**src/rtl/capture_pkg.sv**
```systemverilog
// capture_pkg: shared types and constants for the capture sequencer.
//   cap_state_e      - FSM state enum, 3-bit encoding (also exported on the debug port)
//   EDGE_RISE/FALL   - encodings of the trig_rising select input
//   AUTO_TIMEOUT_DEF - default auto-trigger timeout in valid samples
package capture_pkg;

    typedef enum logic [2:0] {
        StIdle     = 3'd0,
        StPre      = 3'd1,
        StWaitTrig = 3'd2,
        StPost     = 3'd3,
        StDone     = 3'd4
    } cap_state_e;

    localparam logic EDGE_RISE = 1'b1;
    localparam logic EDGE_FALL = 1'b0;

    localparam int unsigned AUTO_TIMEOUT_DEF = 4096;

endpackage

```
**src/rtl/capture_ctrl_if.sv**
```systemverilog
// capture_ctrl_if: sample stream in, circular-buffer write port out.
//   sample_valid - one-cycle strobe for a new decimated sample (decim_clk)
//   sample       - 8-bit decimated sample (adc_data)
//   buf_we       - buffer write enable, single-cycle pulse
//   buf_waddr    - buffer write address
//   buf_wdata    - buffer write data
// master: the capture controller; slave: the acquisition/buffer side.
interface capture_ctrl_if #(
    parameter int unsigned ADDR_W = 10
);
    logic              sample_valid;
    logic [7:0]        sample;
    logic              buf_we;
    logic [ADDR_W-1:0] buf_waddr;
    logic [7:0]        buf_wdata;

    modport master (
        input  sample_valid,
        input  sample,
        output buf_we,
        output buf_waddr,
        output buf_wdata
    );

    modport slave (
        output sample_valid,
        output sample,
        input  buf_we,
        input  buf_waddr,
        input  buf_wdata
    );
endinterface

```
**src/rtl/trig_detect.sv**
```systemverilog
// trig_detect: level-crossing comparator against the previous valid sample.
//   adc_dco     - clock
//   rst_n       - async active-low reset
//   clr         - forget the previous sample (new capture armed)
//   upd         - current sample is consumed; becomes prev
//   sample      - current sample
//   trig_level  - unsigned threshold
//   trig_rising - EDGE_RISE or EDGE_FALL
//   hit         - combinational: crossing between prev and sample
module trig_detect
    import capture_pkg::*;
(
    input  logic       adc_dco,
    input  logic       rst_n,
    input  logic       clr,
    input  logic       upd,
    input  logic [7:0] sample,
    input  logic [7:0] trig_level,
    input  logic       trig_rising,
    output logic       hit
);

    logic [7:0] prev_q;
    logic       prev_vld_q;
    logic       rise;
    logic       fall;

    always_ff @(posedge adc_dco or negedge rst_n) begin
        if (!rst_n) begin
            prev_q     <= '0;
            prev_vld_q <= 1'b0;
        end else if (clr) begin
            prev_vld_q <= 1'b0;
        end else if (upd) begin
            prev_q     <= sample;
            prev_vld_q <= 1'b1;
        end
    end

    always_comb begin
        rise = (prev_q < trig_level) && (sample >= trig_level);
        fall = (prev_q > trig_level) && (sample <= trig_level);
        // No level trigger until a previous sample exists in this capture.
        hit  = prev_vld_q && ((trig_rising == EDGE_RISE) ? rise : fall);
    end

endmodule

```
**src/rtl/capture_ctrl.sv**
```systemverilog
// capture_ctrl: arm -> pre-trigger fill -> trigger wait -> post fill -> done sequencer
// driving the write port of a circular sample buffer of DEPTH = 2**ADDR_W.
//   adc_dco, rst_n      - clock, async active-low reset
//   bus (master)        - sample stream in, buffer write port out
//   arm, abort          - start capture (IDLE/DONE only) / return to IDLE (wins over arm)
//   force_trig          - trigger request independent of the comparator
//   trig_level/_rising  - comparator threshold and edge select
//   pretrig_len         - samples kept before the trigger, latched on arm
//   trig_addr           - buffer address of the trigger sample
//   start_addr          - buffer address of the oldest sample in the record
//   busy, done, state   - status; auto_fired - last trigger came from the timeout
// Build option: define CAPTURE_AUTO_TRIG_EN to enable the AUTO_TIMEOUT auto-trigger.
module capture_ctrl
    import capture_pkg::*;
#(
    parameter int unsigned ADDR_W       = 10,
    parameter int unsigned AUTO_TIMEOUT = AUTO_TIMEOUT_DEF
) (
    input  logic              adc_dco,
    input  logic              rst_n,
    capture_ctrl_if.master    bus,
    input  logic              arm,
    input  logic              abort,
    input  logic              force_trig,
    input  logic [7:0]        trig_level,
    input  logic              trig_rising,
    input  logic [ADDR_W-1:0] pretrig_len,
    output logic [ADDR_W-1:0] trig_addr,
    output logic [ADDR_W-1:0] start_addr,
    output logic              busy,
    output logic              done,
    output logic              auto_fired,
    output logic [2:0]        state
);

    localparam logic [ADDR_W-1:0] AddrMax = '1;  // DEPTH-1

    cap_state_e        state_q, state_d;
    logic [ADDR_W-1:0] waddr_q, waddr_d;
    logic [ADDR_W-1:0] cnt_q, cnt_d;
    logic [ADDR_W-1:0] p_q, p_d;
    logic [ADDR_W-1:0] trig_addr_q, trig_addr_d;
    logic [ADDR_W-1:0] start_addr_q, start_addr_d;
    logic [ADDR_W-1:0] buf_waddr_q, buf_waddr_d;
    logic [7:0]        buf_wdata_q, buf_wdata_d;
    logic              buf_we_q, buf_we_d;
    logic              auto_fired_q, auto_fired_d;
    logic              force_pend_q, force_pend_d;
    logic              busy_q, done_q;
    logic              wr, clr_prev, level_hit, auto_hit, manual_hit;

    assign wr = bus.sample_valid && !abort && (state_q inside {StPre, StWaitTrig, StPost});
    assign manual_hit = level_hit || force_pend_q || force_trig;

    trig_detect u_trig_detect (
        .adc_dco     (adc_dco),
        .rst_n       (rst_n),
        .clr         (clr_prev),
        .upd         (wr),
        .sample      (bus.sample),
        .trig_level  (trig_level),
        .trig_rising (trig_rising),
        .hit         (level_hit)
    );

`ifdef CAPTURE_AUTO_TRIG_EN
    localparam int unsigned   AutoW    = $clog2(AUTO_TIMEOUT + 1);
    localparam logic [AutoW-1:0] AutoLast = AutoW'(AUTO_TIMEOUT - 1);
    logic [AutoW-1:0] auto_cnt_q;

    // Held at zero outside WAIT_TRIG, so every entry starts a fresh count.
    always_ff @(posedge adc_dco or negedge rst_n) begin
        if (!rst_n) begin
            auto_cnt_q <= '0;
        end else if (state_q != StWaitTrig) begin
            auto_cnt_q <= '0;
        end else if (bus.sample_valid) begin
            auto_cnt_q <= auto_cnt_q + 1'b1;
        end
    end

    assign auto_hit = (state_q == StWaitTrig) && (auto_cnt_q == AutoLast);
`else
    logic unused_auto_timeout;
    assign unused_auto_timeout = ^AUTO_TIMEOUT;
    assign auto_hit = 1'b0;
`endif

    always_comb begin
        state_d      = state_q;
        waddr_d      = waddr_q;
        cnt_d        = cnt_q;
        p_d          = p_q;
        trig_addr_d  = trig_addr_q;
        start_addr_d = start_addr_q;
        auto_fired_d = auto_fired_q;
        force_pend_d = force_pend_q;
        buf_we_d     = 1'b0;
        buf_waddr_d  = buf_waddr_q;
        buf_wdata_d  = buf_wdata_q;
        clr_prev     = 1'b0;

        if (abort) begin
            state_d = StIdle;
        end else begin
            unique case (state_q)
                StIdle, StDone: begin
                    if (arm) begin
                        waddr_d      = '0;
                        cnt_d        = '0;
                        // An ADDR_W-bit length can never exceed DEPTH-1, so no clamp is needed.
                        p_d          = pretrig_len;
                        auto_fired_d = 1'b0;
                        force_pend_d = 1'b0;
                        clr_prev     = 1'b1;
                        state_d      = (pretrig_len == '0) ? StWaitTrig : StPre;
                    end
                end
                StPre: begin
                    if (force_trig) force_pend_d = 1'b1;
                    if (bus.sample_valid) begin
                        cnt_d = cnt_q + 1'b1;
                        if (cnt_q == p_q - 1'b1) begin
                            cnt_d   = '0;
                            state_d = StWaitTrig;
                        end
                    end
                end
                StWaitTrig: begin
                    if (force_trig) force_pend_d = 1'b1;
                    if (bus.sample_valid && (manual_hit || auto_hit)) begin
                        trig_addr_d  = waddr_q;
                        start_addr_d = waddr_q - p_q;
                        auto_fired_d = auto_hit && !manual_hit;
                        force_pend_d = 1'b0;
                        cnt_d        = '0;
                        // With P = DEPTH-1 the trigger sample completes the record.
                        state_d      = (p_q == AddrMax) ? StDone : StPost;
                    end
                end
                StPost: begin
                    if (bus.sample_valid) begin
                        cnt_d = cnt_q + 1'b1;
                        if (cnt_q == AddrMax - 1'b1 - p_q) state_d = StDone;
                    end
                end
                default: state_d = StIdle;
            endcase
        end

        if (wr) begin
            buf_we_d    = 1'b1;
            buf_waddr_d = waddr_q;
            buf_wdata_d = bus.sample;
            waddr_d     = waddr_q + 1'b1;
        end
    end

    always_ff @(posedge adc_dco or negedge rst_n) begin
        if (!rst_n) begin
            state_q      <= StIdle;
            waddr_q      <= '0;
            cnt_q        <= '0;
            p_q          <= '0;
            trig_addr_q  <= '0;
            start_addr_q <= '0;
            auto_fired_q <= 1'b0;
            force_pend_q <= 1'b0;
            buf_we_q     <= 1'b0;
            buf_waddr_q  <= '0;
            buf_wdata_q  <= '0;
            busy_q       <= 1'b0;
            done_q       <= 1'b0;
        end else begin
            state_q      <= state_d;
            waddr_q      <= waddr_d;
            cnt_q        <= cnt_d;
            p_q          <= p_d;
            trig_addr_q  <= trig_addr_d;
            start_addr_q <= start_addr_d;
            auto_fired_q <= auto_fired_d;
            force_pend_q <= force_pend_d;
            buf_we_q     <= buf_we_d;
            buf_waddr_q  <= buf_waddr_d;
            buf_wdata_q  <= buf_wdata_d;
            busy_q       <= state_d inside {StPre, StWaitTrig, StPost};
            done_q       <= (state_d == StDone);
        end
    end

    assign bus.buf_we    = buf_we_q;
    assign bus.buf_waddr = buf_waddr_q;
    assign bus.buf_wdata = buf_wdata_q;
    assign trig_addr     = trig_addr_q;
    assign start_addr    = start_addr_q;
    assign busy          = busy_q;
    assign done          = done_q;
    assign auto_fired    = auto_fired_q;
    assign state         = state_q;

endmodule

```
**src/flat_wrapper.sv**
```systemverilog
// flat-port wrapper written by rule: the top's interface ports become plain ports
module capture_ctrl_flat import capture_pkg::*;
#(
    parameter int unsigned ADDR_W       = 10,
    parameter int unsigned AUTO_TIMEOUT = AUTO_TIMEOUT_DEF
)
  (adc_dco, rst_n, arm, abort, force_trig, trig_level, trig_rising, pretrig_len, trig_addr, start_addr, busy, done, auto_fired, state, bus_sample_valid, bus_sample, bus_buf_we, bus_buf_waddr, bus_buf_wdata);
  capture_ctrl_if #(.ADDR_W(ADDR_W)) bus_i ();
  input  logic adc_dco;
  input  logic rst_n;
  input  logic arm;
  input  logic abort;
  input  logic force_trig;
  input  logic [7:0] trig_level;
  input  logic trig_rising;
  input  logic [ADDR_W-1:0] pretrig_len;
  output logic [ADDR_W-1:0] trig_addr;
  output logic [ADDR_W-1:0] start_addr;
  output logic busy;
  output logic done;
  output logic auto_fired;
  output logic [2:0] state;
  input wire logic [$bits(bus_i.sample_valid)-1:0] bus_sample_valid;
  input wire logic [$bits(bus_i.sample)-1:0] bus_sample;
  output wire logic [$bits(bus_i.buf_we)-1:0] bus_buf_we;
  output wire logic [$bits(bus_i.buf_waddr)-1:0] bus_buf_waddr;
  output wire logic [$bits(bus_i.buf_wdata)-1:0] bus_buf_wdata;
  assign bus_i.sample_valid = bus_sample_valid;
  assign bus_i.sample = bus_sample;
  assign bus_buf_we = bus_i.buf_we;
  assign bus_buf_waddr = bus_i.buf_waddr;
  assign bus_buf_wdata = bus_i.buf_wdata;
  capture_ctrl #(.ADDR_W(ADDR_W), .AUTO_TIMEOUT(AUTO_TIMEOUT)) u_core (.adc_dco(adc_dco), .rst_n(rst_n), .bus(bus_i), .arm(arm), .abort(abort), .force_trig(force_trig), .trig_level(trig_level), .trig_rising(trig_rising), .pretrig_len(pretrig_len), .trig_addr(trig_addr), .start_addr(start_addr), .busy(busy), .done(done), .auto_fired(auto_fired), .state(state));
endmodule
```
**config.mk**
```make
export PLATFORM = sky130hd
export DESIGN_NAME = capture_ctrl_flat
export DESIGN_NICKNAME = d
export VERILOG_FILES = /design/src/rtl/capture_pkg.sv /design/src/rtl/capture_ctrl_if.sv /design/src/rtl/trig_detect.sv /design/src/rtl/capture_ctrl.sv /design/src/flat_wrapper.sv
export SDC_FILE = /design/constraint.sdc
export NUM_CORES = 1
export LEC_CHECK = 0
export CAP_MARGIN = 30
export CORE_UTILIZATION = 23
export DETAILED_ROUTE_END_ITERATION = 6
export GPL_ROUTABILITY_DRIVEN = 0
export PLACE_DENSITY = 0.45
export SYNTH_ARGS = -nofsm -noshare
export SYNTH_HDL_FRONTEND = slang
export SYNTH_HIERARCHICAL = 1
export SYNTH_SLANG_ARGS = --single-unit
```
**constraint.sdc**
```tcl
create_clock -name adc_dco -period 3 [get_ports adc_dco]
set_input_delay 0.3 -clock adc_dco [delete_from_list [all_inputs] [get_ports adc_dco]]
set_output_delay 0.3 -clock adc_dco [all_outputs]
set_load 0.05 [all_outputs]
```
# ---- After elaboration in Yosys (flattened, before gate mapping)
# Cells that the tools add are included.
# Widths: inputs -> output; s select.
dict set report word_totals {
  regBits 85
  in_bits 33
  latchBits 0
  memories 0
  out_inout_bits 45
  word_cells 101
  mem_bits_ro 0
  mem_bits_rw 0
}
dict set report op_classes {
  div_mod_pow 0
  shift 0
  n_mux 32
  n_mul 0
  magnitude_cmp 4
  n_bitwise 2
  n_eq_ne 16
  reduce_logical 27
  n_addsub 5
}
# op n
set ops {}
lappend ops {{$mux 10} 8}
lappend ops {{$pmux 10 s4} 1}
lappend ops {{$mux 3} 8}
lappend ops {{$add 10x1->10 const B} 2}
lappend ops {{$eq 10x10->1} 2}
lappend ops {{$eq 3x2->1 const B} 4}
lappend ops {{$pmux 3 s4} 1}
lappend ops {{$reduce_and 3->1} 4}
lappend ops {{$mux 1} 11}
lappend ops {{$eq 10x10->1 const B} 1}
lappend ops {{$logic_not 10->1} 1}
lappend ops {{$sub 10x1->10 const B} 1}
lappend ops {{$sub 10x10->10} 1}
lappend ops {{$sub 10x10->10 const A} 1}
lappend ops {{$reduce_bool 3->1} 3}
lappend ops {{$ge 8x8->1} 1}
lappend ops {{$gt 8x8->1} 1}
lappend ops {{$le 8x8->1} 1}
lappend ops {{$lt 8x8->1} 1}
lappend ops {{$ne 2x2->1 const B} 4}
lappend ops {{$reduce_bool 2->1} 4}
lappend ops {{$eq 3x1->1 const B} 2}
lappend ops {{$eq 3x3->1 const B} 2}
lappend ops {{$logic_and 1x1->1} 6}
lappend ops {{13 further kinds} 15}

# ---- Longest topological paths before layout
dict set report depth {
  depth_word 12
  mapped_depth 14
  mapped_depth_nobuf 14
}

# ---- Cells and area by module
# Netlist, hierarchy kept.
# mod area_each_um2 n_inst seq_area_each_um2 cells_per_inst
set modules_own_cells {}
lappend modules_own_cells {capture_ctrl 4312.9 1 1876.8 485}
lappend modules_own_cells {trig_detect 749.5 1 225.2 78}

# ---- Least setup slack after synthesis
# No wires, ideal clock.
dict set report synth_path {
  kind {register to register}
  startpoint {register u_core.state_q[0], in the netlist u_core/state[0]}
  endpoint {register u_core.u_trig_detect.prev_q[1]}
  synth_period_minus_slack_ns 2.909
  slack_ns 0.091
  required_time_ns 2.875
  setup_ns 0.125
  path_stages_with_launch 10
  t_arrival_ns 2.784
  n_path_buf 4
  path_cell_list {dfrtp_1 clkbuf_1 nor2_1 or3_1 inv_1 clkbuf_1 clkbuf_1 nor2b_1 buf_2 mux2_2}
}
dict set report synth_via {
  elab_chain_len 6
  word_cells_on_any_way 12
  classes_between {eq/ne: 4; mux: 2; bitwise: 1; reduce/logical: 5}
}
# element line
set synth_lines {}
lappend synth_lines {{from (decl)} capture_ctrl.sv:38} ;# cap_state_e state_q, state_d;
lappend synth_lines {{from (signal assigned)} capture_ctrl.sv:161} ;# state_q <= StIdle;
lappend synth_lines {{from (signal assigned)} capture_ctrl.sv:175} ;# state_q <= state_d;
lappend synth_lines {{$eq 3x3->1 or $logic_not 3->1 (tied branches)} capture_ctrl.sv:106} ;# unique case (state_q)
lappend synth_lines {{$reduce_or 2->1} capture_ctrl.sv:106}
lappend synth_lines {{$mux 1} capture_ctrl.sv:106}
lappend synth_lines {{$mux 1} capture_ctrl.sv:103} ;# if (abort) begin
lappend synth_lines {{$not 1->1 (no source line)} --}
lappend synth_lines {{$reduce_and 2->1 (no source line) (*)} --}
lappend synth_lines {{to (signal assigned)} trig_detect.sv:35} ;# prev_q <= sample;
lappend synth_lines {{to (decl)} trig_detect.sv:23} ;# logic [7:0] prev_q;
# Mark *: on every way between the ends. The rest lies on a longest branch, timed or not.
# A chain may end at the register's enable or synchronous reset.

# ---- Worst setup path in the final report
dict set report layout_path {
  startpoint {register u_core.p_q[0]}
  endpoint {register u_core.cnt_q[0]}
}
dict set report layout_via {
  elab_chain_len 5
}
# element line
set layout_lines {}
lappend layout_lines {{from (decl)} capture_ctrl.sv:41} ;# logic [ADDR_W-1:0] p_q, p_d;
lappend layout_lines {{from (signal assigned)} capture_ctrl.sv:178} ;# p_q <= p_d;
lappend layout_lines {{$sub 10x1->10} capture_ctrl.sv:123} ;# if (cnt_q == p_q - 1'b1) begin
lappend layout_lines {{$eq 10x10->1} capture_ctrl.sv:123}
lappend layout_lines {{$mux 10} capture_ctrl.sv:123}
lappend layout_lines {{$mux 10} capture_ctrl.sv:121} ;# if (bus.sample_valid) begin
lappend layout_lines {{$pmux 10 s4} capture_ctrl.sv:106}
lappend layout_lines {{to (signal assigned)} capture_ctrl.sv:177} ;# cnt_q <= cnt_d;
lappend layout_lines {{to (decl)} capture_ctrl.sv:40} ;# logic [ADDR_W-1:0] cnt_q, cnt_d;
# Every way passes these cells. The select of a mux whose other input is x is not followed.

==> flow_metrics.py <==
metrics = {
    "clock_tree": {
        "cts.clk_slew.worst_paths_ns": 0.07,
        "ctsHoldBuffers": 0,
        "cts_sinks": 84,
        "cts_buffer_depth": 2,
        "clk_root_buffer_cell": "clkbuf_16",
        "post_cts_buffers": 0,
        "htreeDepth": 3,
        "numCtsBuffers": 9,
        "cts_tree": "yes",
        "cts_resized": 0,
        "clk_latency_ns": 0.35,
    },
    "status": {
        "failed_checks": "hold timing",
        "status": "finished, violations left",
    },
    "worst_hold_path": {
        "hold_class": "input port to asynchronous set/reset pin",
    },
    "timing": {
        "setup_viol": 0,
        "rsz0062_at_grt": "true",
        "max_slew_margin_pct": 55.4,
        "worst_pin_slew_ns": 0.668,
        "fin_crit_sh_pct": 93.7,
        "fin_worst_hold_slack_ns": -0.0142,
        "slew_violations": 0,
        "finClkSkew_ns": 0.00708,
        "fmax_mhz": 356,
        "finalHoldViolCount": 23,
        "period_needed_ns": 2.81,
    },
    "critical_path": {
        "crit_path_end_kind": "flop",
        "worst_ep_arrival_time_ns": 3.05,
        "critPathMaxStageDelay_ns": 0.52,
        "path_class": "flop to flop",
        "critical-path-top-delay-family": "simple AND/OR/NAND/NOR gates",
        "slowest_stage": "or4_4",
        "cp_max_fo": 10,
        "cp_num_buf_inv": 2,
        "required_ns": 3.23,
        "crit_path_cell_trace": "inv_1 -> ha_1 -> nor2b_1 -> a2bb2oi_1 -> nor2_1 -> or4_4 -> o41ai_4 -> buf_4 -> nor2_4 -> mux2_2",
        "critPathLaunchType": "flop",
    },
    "finish": {
        "nets": 729,
        "drive_gt1_share_pct": 13.6,
        "multi_input_area_um2": 2730,
        "final_util_pct": 31.6,
        "stdcell_area_um2": 6720,
        "seqCellArea_um2": 2100,
        "area_delta_synth_final_pct": 32.7,
        "diodes": 0,
        "final.fill_count": 2228,
    },
    "synth": {
        "syn_nets": 626,
        "synth_top_area_cell": "dfrtp_1",
        "synth_top_area_share_pct": 41.5,
        "synthDistinctLibCells": 63,
        "yosysSeqAreaShare_pct": 41.5,
        "synth_area_um2": 5060,
        "ys_seq_elements": 84,
        "synth_common_cells": "nand2_1 (90), dfrtp_1 (84), o21ai_0 (38), nor2_1 (36), inv_1 (30)",
        "synth_ff_type": "dfrtp_1",
        "async_reset_ff_share_pct": 100,
        "synthMostInstantiatedCell": "nand2_1",
        "syn_inst": 563,
        "synth-edff-count": 0,
        "yosys_warnings": 6,
        "synth.area.top_cells": "dfrtp_1 (42%), ha_1 (7.2%), nand2_1 (6.7%)",
        "synth.avg_cell_area_um2": 8.99,
    },
    "power": {
        "power_density_nw_per_um2": 529,
        "ir_worst_vdd_mv": 0.285,
        "p_leak_nw": 3.00,
    },
    "grt": {
        "grt_max_degree": 50,
        "gr-total-overflow": 0,
        "track_usage_pct": 13.3,
        "antenna_found_initial": 0,
        "grt_pass1_vias": 4367,
        "grt_pass1_wl_um": 22800,
    },
    "route": {
        "vias_per_cell": 4.61,
        "finalWirelength_um": 14200,
        "detail_route.iter0.violations": 234,
        "drc": 0,
        "first_pass_iters": 4,
        "wl_per_cell_um": 15.0,
        "ant_nets": 0,
        "routed-via-count": 4365,
    },
    "floorplan": {
        "core_area_um2": 21300,
        "fp-row-count": 53,
        "die_h_um": 150,
        "die-area_um2": 22600,
        "io_pins": 78,
        "start_util_pct": 23.8,
        "die_x_um": 150,
    },
    "placement": {
        "place_area_um2": 6390,
        "io_buffer_count": 76,
        "dp_hpwl_um": 10700,
    },
    "run": {
        "max_cap_viol_count": 0,
    },
}
==> where the power goes <==
group / internal, mW / total, mW / leakage (nW) / switching (mW)
Clock: 0.736 / 1.23 / 0.162 / 0.489
Combinational: 0.419 / 0.985 / 1.72 / 0.566
Sequential: 1.24 / 1.34 / 1.12 / 0.104
Total: 2.39 / 3.55 / 3.00 / 1.16
==> cell type report <==
class	instances	area share (%)
clock buffers	9	3.35
clock inverters	7	1.47
inverters	30	1.68
multi-input cells	422	40.6
flip-flops and latches	84	31.3
well taps	275	5.12
repair buffers	119	16.5
==> per-layer routing <==
metal / part of all wire, % / GRT usage [%]
met2: 45 / 20.4
met4: 1.7 / 5.05
met3: 4.7 / 2.64
met1: 48 / 18.2
met5: 0 / 0
==> layout by cell type (no fill, tap or decap), drive strengths merged, types with 12 or more instances in the layout <==
master,n
a21oi,24
buf,44
clkdlybuf4s50,75
dfrtp,84
ha,29
inv,32
mux2,18
nand2,90
nand3,12
nor2,38
nor2b,17
o21ai,46
xnor2,14
xor2,16
==> worst reg2reg max path, cell delays in order, from the launching register on <==
cell and delay (ns):
dfrtp_1 0.51, inv_1 0.10, ha_1 0.28, nor2b_1 0.17, a2bb2oi_1 0.14, nor2_1 0.05, or4_4 0.52, o41ai_4 0.33
buf_4 0.23, nor2_4 0.08, mux2_2 0.27
==> registers in the layout, indices dropped and copies added (netlist names) <==
signal                           flops
u_core/busy                          1
u_core/waddr_q                      10
u_core/bus.buf_we                    1
u_core/done                          1
u_core/cnt_q                        10
u_core/u_trig_detect/prev_vld_q      1
u_core/state                         3
u_core/bus.buf_waddr                10
u_core/u_trig_detect/prev_q          8
u_core/force_pend_q                  1
u_core/bus.buf_wdata                 8
u_core/trig_addr                    10
u_core/start_addr                   10
u_core/p_q                          10
==> worst paths after layout <==
kind / from / endpoint / slack, ns / depth (start not counted)
worst max-delay path: u_core/p_q[0] / u_core/cnt_q[0] / 0.19 / 10
worst min-delay path: rst_n / u_core/busy / -0.01 / 1
worst max register to register: u_core/p_q[0] / u_core/cnt_q[0] / 0.19 / 10
worst min register to register: u_core/bus.buf_waddr[9] / u_core/bus.buf_waddr[9] / 0.48 / 2
max in group asynchronous: rst_n / u_core/bus.buf_waddr[2] / 2.29 / 2
min in group adc_dco: u_core/bus.buf_waddr[9] / u_core/bus.buf_waddr[9] / 0.48 / 2
==> stage by stage <==
step / hold WS, ns / worst slack [ns] / setup TNS [ns] / std cells / total power [mW]
2_1_floorplan: 0.00441 / 0.0909 / 0 / 563 / 1.98
3_3_place_gp: 0.383 / -0.121 / -1.59 / 930 / 2.33
3_5_place_dp: 0.392 / -0.140 / -2.65 / 930 / 2.35
4_1_cts: 0.0101 / 0.179 / 0 / 946 / 3.60
5_1_grt: 0.0379 / -0.00467 / -0.00467 / 946 / 3.76
6_report: -0.0142 / 0.188 / 0 / 946 / 3.55
==> cells by family after synthesis <==
group                      share of synthesized area, %
xor gates and xnor gates                           5.19
and+or+nand+nor                                    21.3
muxes                                              4.60
other                                            0.0741
AOI/OAI and AO/OA                                  15.1
adders and majority gates                          7.56
DFF                                                41.5
buffers and inverters                              4.62
Power figures use the tool's default switching activity.
